[src/rtl/spi_mem_param_if.sv]
// Serial memory port: controller-driven select/data in, memory-driven data out and status.
interface spi_mem_param_if;
    logic cs;
    logic miso;
    logic mosi;
    logic ready;
    logic op_done;
    logic err;

    modport master (output cs, miso, input mosi, ready, op_done, err);
    modport slave  (input cs, miso, output mosi, ready, op_done, err);
endinterface

[src/rtl/spi_mem_param.sv]
// Bit-serial word memory: op bit, LSB-first address, then burst write or burst read.
//
// state | meaning
// IDLE  | waiting for cs low
// OP    | sampling the read/write op bit
// ADDR  | shifting in the address, LSB first
// WR    | shifting in write words, burst with wrapping address
// FETCH | loading the next read word, pulsing ready
// SEND  | shifting the read word out on mosi, then op_done
module spi_mem_param #(
    parameter int ADDR_W = 8,
    parameter int DATA_W = 8,
    parameter int DEPTH  = 32
) (
    input  logic            clk,
    input  logic            rst,
    spi_mem_param_if.slave  bus
);
    generate
        if (DEPTH < 2 || DEPTH > (1 << ADDR_W)) begin : g_bad_depth
            $error("spi_mem_param: DEPTH must lie in 2..2**ADDR_W");
        end
    endgenerate

    typedef enum logic [2:0] {IDLE, OP, ADDR, WR, FETCH, SEND} state_t;

    localparam int CNT_W = $clog2(((ADDR_W > DATA_W) ? ADDR_W : DATA_W) + 1);
    localparam int IDX_W = $clog2(DEPTH);
    localparam logic [ADDR_W:0]  DEPTH_V   = (ADDR_W + 1)'(DEPTH);
    localparam logic [ADDR_W-1:0] ADDR_TOP = ADDR_W'(DEPTH - 1);
    localparam logic [CNT_W-1:0] ADDR_LAST = CNT_W'(ADDR_W - 1);
    localparam logic [CNT_W-1:0] DATA_LAST = CNT_W'(DATA_W - 1);
    localparam logic [CNT_W-1:0] DATA_END  = CNT_W'(DATA_W);

    state_t              state, state_nxt;
    logic                is_wr, is_wr_nxt;
    logic [ADDR_W-1:0]   addr, addr_nxt;
    logic [CNT_W-1:0]    cnt, cnt_nxt;
    logic [DATA_W-1:0]   shreg, shreg_nxt;
    logic                mosi_q, mosi_nxt;
    logic                ready_q, ready_nxt;
    logic                op_done_q, op_done_nxt;
    logic                err_q, err_nxt;
    logic                mem_we;

    logic [DATA_W-1:0]   mem [0:DEPTH-1];

    logic [ADDR_W-1:0]   addr_asm;
    logic [DATA_W-1:0]   data_asm;
    logic [ADDR_W-1:0]   addr_inc;
    logic [DATA_W-1:0]   mem_rd;

    assign addr_asm = addr | (ADDR_W'(bus.miso) << cnt);
    assign data_asm = shreg | (DATA_W'(bus.miso) << cnt);
    assign addr_inc = (addr == ADDR_TOP) ? '0 : addr + 1'b1;
    assign mem_rd   = mem[addr[IDX_W-1:0]];

    always_ff @(posedge clk) begin
        if (!rst) begin
            state     <= IDLE;
            is_wr     <= 1'b0;
            addr      <= '0;
            cnt       <= '0;
            shreg     <= '0;
            mosi_q    <= 1'b0;
            ready_q   <= 1'b0;
            op_done_q <= 1'b0;
            err_q     <= 1'b0;
        end else begin
            state     <= state_nxt;
            is_wr     <= is_wr_nxt;
            addr      <= addr_nxt;
            cnt       <= cnt_nxt;
            shreg     <= shreg_nxt;
            mosi_q    <= mosi_nxt;
            ready_q   <= ready_nxt;
            op_done_q <= op_done_nxt;
            err_q     <= err_nxt;
        end
    end

    // Memory is deliberately left out of reset so contents survive rst.
    always_ff @(posedge clk) begin
        if (rst && mem_we) begin
            mem[addr[IDX_W-1:0]] <= data_asm;
        end
    end

    always_comb begin
        state_nxt   = state;
        is_wr_nxt   = is_wr;
        addr_nxt    = addr;
        cnt_nxt     = cnt;
        shreg_nxt   = shreg;
        mosi_nxt    = 1'b0;
        ready_nxt   = 1'b0;
        op_done_nxt = 1'b0;
        err_nxt     = err_q;
        mem_we      = 1'b0;
        if (bus.cs) begin
            // Frame end wins over everything, including a completing write word.
            state_nxt = IDLE;
            cnt_nxt   = '0;
            err_nxt   = 1'b0;
        end else begin
            case (state)
                IDLE: begin
                    state_nxt = OP;
                    cnt_nxt   = '0;
                    addr_nxt  = '0;
                    err_nxt   = 1'b0;
                end
                OP: begin
                    is_wr_nxt = bus.miso;
                    cnt_nxt   = '0;
                    state_nxt = ADDR;
                end
                ADDR: begin
                    addr_nxt = addr_asm;
                    if (cnt == ADDR_LAST) begin
                        cnt_nxt   = '0;
                        shreg_nxt = '0;
                        err_nxt   = ({1'b0, addr_asm} >= DEPTH_V);
                        state_nxt = is_wr ? WR : FETCH;
                    end else begin
                        cnt_nxt = cnt + 1'b1;
                    end
                end
                WR: begin
                    shreg_nxt = data_asm;
                    if (cnt == DATA_LAST) begin
                        mem_we      = !err_q;
                        op_done_nxt = 1'b1;
                        addr_nxt    = addr_inc;
                        cnt_nxt     = '0;
                        shreg_nxt   = '0;
                    end else begin
                        cnt_nxt = cnt + 1'b1;
                    end
                end
                FETCH: begin
                    shreg_nxt = err_q ? '0 : mem_rd;
                    ready_nxt = 1'b1;
                    cnt_nxt   = '0;
                    state_nxt = SEND;
                end
                SEND: begin
                    if (cnt == DATA_END) begin
                        op_done_nxt = 1'b1;
                        addr_nxt    = addr_inc;
                        cnt_nxt     = '0;
                        state_nxt   = FETCH;
                    end else begin
                        mosi_nxt  = shreg[0];
                        shreg_nxt = shreg >> 1;
                        cnt_nxt   = cnt + 1'b1;
                    end
                end
                default: state_nxt = IDLE;
            endcase
        end
    end

    assign bus.mosi    = mosi_q;
    assign bus.ready   = ready_q;
    assign bus.op_done = op_done_q;
    assign bus.err     = err_q;
endmodule
[src/flat_wrapper.sv]
// flat-port wrapper written by rule: the top's interface ports become plain ports
module spi_mem_param_flat 
#(
    parameter int ADDR_W = 8,
    parameter int DATA_W = 8,
    parameter int DEPTH  = 32
)
  (clk, rst, bus_cs, bus_miso, bus_mosi, bus_ready, bus_op_done, bus_err);
  spi_mem_param_if bus_i ();
  input  logic clk;
  input  logic rst;
  input wire logic [$bits(bus_i.cs)-1:0] bus_cs;
  input wire logic [$bits(bus_i.miso)-1:0] bus_miso;
  output wire logic [$bits(bus_i.mosi)-1:0] bus_mosi;
  output wire logic [$bits(bus_i.ready)-1:0] bus_ready;
  output wire logic [$bits(bus_i.op_done)-1:0] bus_op_done;
  output wire logic [$bits(bus_i.err)-1:0] bus_err;
  assign bus_i.cs = bus_cs;
  assign bus_i.miso = bus_miso;
  assign bus_mosi = bus_i.mosi;
  assign bus_ready = bus_i.ready;
  assign bus_op_done = bus_i.op_done;
  assign bus_err = bus_i.err;
  spi_mem_param #(.ADDR_W(ADDR_W), .DATA_W(DATA_W), .DEPTH(DEPTH)) u_core (.clk(clk), .rst(rst), .bus(bus_i));
endmodule
[config.mk]
export PLATFORM = sky130hd
export DESIGN_NAME = spi_mem_param_flat
export DESIGN_NICKNAME = d
export VERILOG_FILES = /design/src/rtl/spi_mem_param_if.sv /design/src/rtl/spi_mem_param.sv /design/src/flat_wrapper.sv
export SDC_FILE = /design/constraint.sdc
export NUM_CORES = 1
export LEC_CHECK = 0
export CAP_MARGIN = 15
export CORE_UTILIZATION = 50
export DETAILED_ROUTE_END_ITERATION = 12
export MAX_ROUTING_LAYER = met4
export PLACE_DENSITY = 0.73
export REMOVE_ABC_BUFFERS = 1
export SETUP_SLACK_MARGIN = 0.15
export SYNTH_ARGS = -nofsm -noshare
export SYNTH_HDL_FRONTEND = slang
export SYNTH_SLANG_ARGS = --single-unit
[constraint.sdc]
create_clock -name clk -period 3.5 [get_ports clk]
set_input_delay 0.525 -clock clk [delete_from_list [all_inputs] [get_ports clk]]
set_output_delay 0.525 -clock clk [all_outputs]
set_load 0.01 [all_outputs]
* Word-level counts from Yosys, hierarchy flattened
Memory sizes are Yosys's and may differ from the RTL's. A register that Yosys moved wholly into a read port is not among the register bits.
Cells that the tools add are included.
Widths: inputs -> output; s select.
** Word-level totals
- Flip-flop bits (word level) :: 28
- Memory bits (writable) :: 256
- Input bits :: 4
- Output and inout port bits :: 4
- Word-level logic and storage cells :: 77
- Memories kept :: 1
** Memory list
- u_core.mem :: words 32, bits a word 8, read ports 1, clocked after Yosys merged registers in 1, write ports 1, line spi_mem_param.sv:46 : logic [DATA_W-1:0] mem [0:DEPTH-1];
** Operators by class
- $add $sub $neg :: 2
- $lt $le $gt $ge :: 1
- Equal/unequal tests :: 12
- Shift-type cells :: 1
- Muxes and demuxes :: 29
- Bitwise operators :: 6
- Reduce and logical (&&, ||, !) cells :: 16
** Operator list (number)
- $pmux 8 s4 :: 2
- $mux 8 :: 7
- $pmux 3 s6 :: 1
- $or 8x8->8 :: 2
- $pmux 4 s3 :: 1
- $mux 5 :: 2
- $mux 1 :: 9
- $mux 3 :: 3
- $add 8x1->8 const B :: 1
- $eq 8x5->1 const B :: 1
- $ge 8x6->1 const B :: 1
- $mux 4 :: 2
- $reduce_and 4->1 :: 2
- $reduce_bool 4->1 :: 2
- $shl 1x4->8 :: 1
- $eq 3x2->1 const B :: 2
- $eq 3x3->1 const B :: 2
- $ne 2x1->1 const B :: 3
- $add 4x1->4 const B :: 1
- $eq 4x3->1 const B :: 1
- $eq 4x4->1 const B :: 1
- $not 1->1 :: 4
- $pmux 1 s2 :: 2
- $reduce_and 2->1 :: 2
- 11 further kinds :: 12

* Logic depth before layout (Yosys ltp)
- Word-level depth :: 7
- Mapped depth :: 10
- Mapped depth without buffers :: 7

* Worst setup path before layout
Ideal clock, no wire load.
- Kind :: input -> register
- From :: input port bus_cs
- To :: memory u_core.mem[30][0] (enable)
- Library setup time :: 370 ps
- Data arrival time :: 2036 ps
- Data required time :: 3130 ps
- Setup slack :: 1093 ps
- Stages :: 6
- Path buffers :: 2
- Path through :: clkbuf_1 nand2b_1 clkbuf_1 nor4_1 nand2_1 nor2_1
** On the way
- Longest elaborated chain between the ends :: 4
** Ends and longest elaborated chain
- start, declared :: line flat_wrapper.sv:12 : input wire logic [$bits(bus_i.cs)-1:0] bus_cs;
- $mux 1 :: line spi_mem_param.sv:100 : if (bus.cs) begin
- $logic_and 1x1->1 :: line spi_mem_param.sv:84 : if (rst && mem_we) begin
- $mux 1 :: line spi_mem_param.sv:84
- $mux 1 (not written as such) :: line spi_mem_param.sv:85 : mem[addr[IDX_W-1:0]] <= data_asm;
- end, declared :: line spi_mem_param.sv:46
Every way passes these cells.

* Worst setup path after layout
- From :: register u_core.cnt[1]
- To :: memory u_core.mem[28][6] (enable)
** On the way
- Longest elaborated chain between the ends :: 7
** Ends and longest elaborated chain
- start, declared :: line spi_mem_param.sv:38 : logic [CNT_W-1:0] cnt, cnt_nxt;
- start signal, assigned :: line spi_mem_param.sv:73 : cnt <= cnt_nxt;
- $eq 4x3->1 :: line spi_mem_param.sv:131 : if (cnt == DATA_LAST) begin
- $mux 1 :: line spi_mem_param.sv:131
- $mux 1 :: line spi_mem_param.sv:106 : case (state)
- $mux 1 :: line spi_mem_param.sv:100
- $logic_and 1x1->1 :: line spi_mem_param.sv:84
- $mux 1 :: line spi_mem_param.sv:84
- $mux 1 (not written as such) :: line spi_mem_param.sv:85
Every way passes these cells.

==> summary.txt <==
Clock network
  • CTS Root Buffer Type: sky130_fd_sc_hd__clkbuf_16
  • Total number of clock tree sinks: 289
  • Clk_lat worst skew: 570 ps
  • Clock tree buffer depth: 3
  • Clock tree from TritonCTS: yes
  • Maximum level of the CTS H-tree: 1
  • Number of instances resized during post-cts repair: 0
  • Post-CTS Repair Setup Buffers: 0
  • CTS buffer count: 30
  • Number of hold buffers added after CTS: 0
  • Post-CTS clock slew at the launch and capture registers of the worst setup and hold paths: 60 ps

Global routing
  • Aggregate global routing overflow: 0
  • First-pass GRT wire length: 43.13 mm
  • Initial antenna violation count: 1
  • Gr usage total: 25.27%
  • Largest net degree at the start of global routing: 45
  • Vias in the first global route: 6721

Routing
  • Drt pass-1 iters: 5
  • Post-Route WL: 28.66 mm
  • Routed via count: 6797
  • Average wire per cell in the routed design: 25.94 µm
  • Ratio of routed vias to standard cells: 6.151
  • Post-route DRC violation count: 0
  • ANT nets after route: 0
  • First-iteration detailed-routing DRC count: 835

STA
  • Final worst slack: 466.5 ps
  • Final hold viol count: 0
  • RSZ-0062 raised after global routing: no
  • Setup violation total in the final timing report: 0
  • Post-Route Setup TNS: 0 ps
  • Worst relative slew slack: 41.76%
  • Final Slew Violations: 0
  • Slew @ Worst Pin: 865.7 ps
  • Worst hold slack: 520.0 ps
  • Minimum clock period: 3033 ps
  • Fmax achieved: 0.3297 GHz
  • Final setup skew: 20.77 ps
  • Post-route fraction of the period consumed by the critical path: 86.67%

Logic synthesis
  • Number of synthesis warnings: 0
  • Seq cells post-synth: 289
  • Leading post-synthesis cells by cell area: sky130_fd_sc_hd__edfxtp_1 (64%), sky130_fd_sc_hd__mux4_2 (9.1%), sky130_fd_sc_hd__dfxtp_1 (5.5%)
  • Sequential area share after synthesis: 70.00%
  • Cell area after synthesis: 0.01193 mm²
  • Post-Synthesis Mean Instance Area: 16.73 µm²
  • Number of flops mapped to enable cells by yosys: 256
  • Largest area contributor in the netlist: sky130_fd_sc_hd__edfxtp_1
  • Most common flop cell mapped by yosys: sky130_fd_sc_hd__edfxtp_1
  • Fraction of synthesis flops using an asynchronous set or reset pin: 0%
  • Distinct cell type count after synthesis: 60
  • Synth top area share: 64.46%
  • Post-Syn Instances: 713

Power and ir drop
  • Power density over the cells: 543.8 mW/mm²
  • Total Power Consumption: 7.508 mW
  • P_leak: 4.330 nW
  • Worst vdd ir: 0.0005226 V

Worst setup path
  • Critical-path top delay cell: sky130_fd_sc_hd__nor4_1
  • Endpoint of the most critical setup path: u_core.mem[28][6]
  • FF-to-FF Start: u_core.cnt[1]
  • Worst-path fanout max: 11
  • CP peak stage delay: 730 ps
  • Path depth of the worst reg2reg path: 6
  • Critical path type: reg -> reg
  • Crit start category: register
  • Data required time of the worst path: 3780 ps
  • Chain of cells forming the critical path: ha_1 > nand3b_1 > nor4_1 > nand2_1 > nor2_1 > buf_4
  • Destination of the worst register-to-register timing path: u_core.mem[28][6]
  • Nature of the critical path endpoint: register
  • Critical path origin: u_core.cnt[1]
  • Worst Path Arrival: 3310 ps
  • Worst reg2reg setup slack: 470 ps

Final layout
  • Fraction of final layout cells with drive strength greater than 1: 20.13%
  • Area Growth Syn to Fin: 15.77%
  • Filler cells: 1764
  • Number of nets in the final layout: 773
  • Non-filler cells, final: 1105
  • Final std cell area, no fill: 0.01381 mm²
  • Core occupancy in the finished layout: 58.99%

Floorplanning
  • Total core area: 0.02340 mm²
  • Die ar.: 0.02447 mm²
  • Initial Utilization: 50.96%
  • Boundary Pins: 8
  • Die Y-Extent: 156.4 µm
  • Die X-Extent: 156.4 µm
  • Row cnt: 56

Run
  • Number of max-capacitance violations reported: 0

Placement
  • DP Wirelength: 18.37 mm
  • Number of placed instances with taps included: 1050
  • Number of port buffers: 7
  • Post-placement cell area: 0.01262 mm²
  • GP Congestion: 0.9140
  • Worst setup slack after placement: 247.9 ps

Worst hold path
  • Type of the most critical hold path: reg -> reg
  • Hold path startpoint: u_core.addr[6]

Status
  • Result of the run: completed
==> cell usage after synthesis, types with 4 or more instances <==
master / instances
sky130_fd_sc_hd__a21oi_1: 31
sky130_fd_sc_hd__a221o_1: 5
sky130_fd_sc_hd__a22oi_1: 10
sky130_fd_sc_hd__a2bb2oi_1: 4
sky130_fd_sc_hd__a31oi_1: 4
sky130_fd_sc_hd__and2_1: 4
sky130_fd_sc_hd__and3_1: 4
sky130_fd_sc_hd__buf_2: 14
sky130_fd_sc_hd__clkbuf_1: 19
sky130_fd_sc_hd__dfxtp_1: 33
sky130_fd_sc_hd__edfxtp_1: 256
sky130_fd_sc_hd__ha_1: 6
sky130_fd_sc_hd__inv_1: 12
sky130_fd_sc_hd__mux2i_1: 27
sky130_fd_sc_hd__mux4_1: 12
sky130_fd_sc_hd__mux4_2: 48
sky130_fd_sc_hd__nand2_1: 26
sky130_fd_sc_hd__nand2b_1: 7
sky130_fd_sc_hd__nand3_1: 8
sky130_fd_sc_hd__nand3b_1: 9
sky130_fd_sc_hd__nor2_1: 60
sky130_fd_sc_hd__nor2b_1: 11
sky130_fd_sc_hd__nor3_1: 18
sky130_fd_sc_hd__o21ai_0: 17
sky130_fd_sc_hd__o221ai_1: 4
sky130_fd_sc_hd__o22ai_1: 5
sky130_fd_sc_hd__o31ai_1: 4
==> worst max-delay path: cells and delay by family, from the launching register on <==
| family | cells | cell delay [ps] |
|---|---|---|
| fa+ha+maj | 1 | 270 |
| buf+inv | 1 | 200 |
| flops | 1 | 530 |
| simple gates | 4 | 1760 |
==> registers in the layout, indices dropped and copies added, names as in the netlist, named ones only <==
register and flops:
u_core.cnt 4, u_core.is_wr 1, u_core.bus.ready 1, u_core.bus.err 1, u_core.mem 256, u_core.addr 8, u_core.bus.op_done 1, u_core.shreg 8
u_core.bus.mosi 1, u_core.state 3
==> how the worst min path moves through the flow <==
stage                           end  cells after the start
floorplan           u_core.shreg[1]                      1
global placement     u_core.addr[6]                      2
detailed placement   u_core.addr[6]                      2
CTS                  u_core.addr[6]                      2
global route         u_core.addr[6]                      2
finish               u_core.addr[6]                      2
==> power breakdown <==
group / internal [mW] / leakage (nW) / switching (mW) / total, mW
combinational: 0.0243 / 1.18 / 0.0437 / 0.0679
clock: 2.39 / 0.561 / 1.35 / 3.73
sequential: 3.70 / 2.59 / 0.00410 / 3.71
total: 6.11 / 4.33 / 1.39 / 7.51
==> cell usage in the layout (no fill, tap or decap), types with 10 or more instances in the layout <==
| cell type | count |
|---|---|
| sky130_fd_sc_hd__a21oi_1 | 31 |
| sky130_fd_sc_hd__a22oi_1 | 10 |
| sky130_fd_sc_hd__buf_4 | 46 |
| sky130_fd_sc_hd__bufinv_16 | 11 |
| sky130_fd_sc_hd__clkbuf_16 | 30 |
| sky130_fd_sc_hd__dfxtp_1 | 30 |
| sky130_fd_sc_hd__edfxtp_1 | 256 |
| sky130_fd_sc_hd__inv_1 | 12 |
| sky130_fd_sc_hd__mux2i_1 | 27 |
| sky130_fd_sc_hd__mux4_1 | 12 |
| sky130_fd_sc_hd__mux4_2 | 48 |
| sky130_fd_sc_hd__nand2_1 | 26 |
| sky130_fd_sc_hd__nor2_1 | 60 |
| sky130_fd_sc_hd__nor2b_1 | 11 |
| sky130_fd_sc_hd__nor3_1 | 18 |
| sky130_fd_sc_hd__o21ai_0 | 17 |
==> cell type report <==
cell class                      count  area, µm²  area share, %
Sequential cell                   289       8352          60.50
Multi-Input combinational cell    373       3342          24.21
Clock buffer                       32      758.2          5.492
Timing Repair Buffer               56      483.0          3.498
Clock inverter                     22      420.4          3.045
Tap cell                          319      399.1          2.891
Inverter                           13      48.80         0.3535
Antenna cell                        1      2.502        0.01813
==> cells by family (layout without fill, tap and decap cells) <==
family / Yosys count / after routing / share of synthesized area [%]
AO/OA/AOI/OAI: 108 / 108 / 6.043
adder cells (fa/ha/maj): 6 / 6 / 0.6295
AND/OR/NAND/NOR: 167 / 167 / 6.967
flip-flops: 289 / 289 / 70.00
other: 0 / 1 / 0
buffers and inverters: 51 / 123 / 1.972
XOR/XNOR: 3 / 3 / 0.2204
multiplexers: 89 / 89 / 14.16
==> layer usage <==
metal | track usage [%] | share of wire (%) | vias up | wire, µm
met5 | - | 0 | - | 0
met2 | 39.14 | 47 | 295 | 13540
met4 | 8.870 | 3.6 | 0 | 1041
met3 | 3.988 | 6.9 | 65 | 1964
met1 | 34.29 | 42 | 3483 | 12120
li1 | - | - | 2954 | -
No activity file was read; power rests on OpenSTA's default activity.
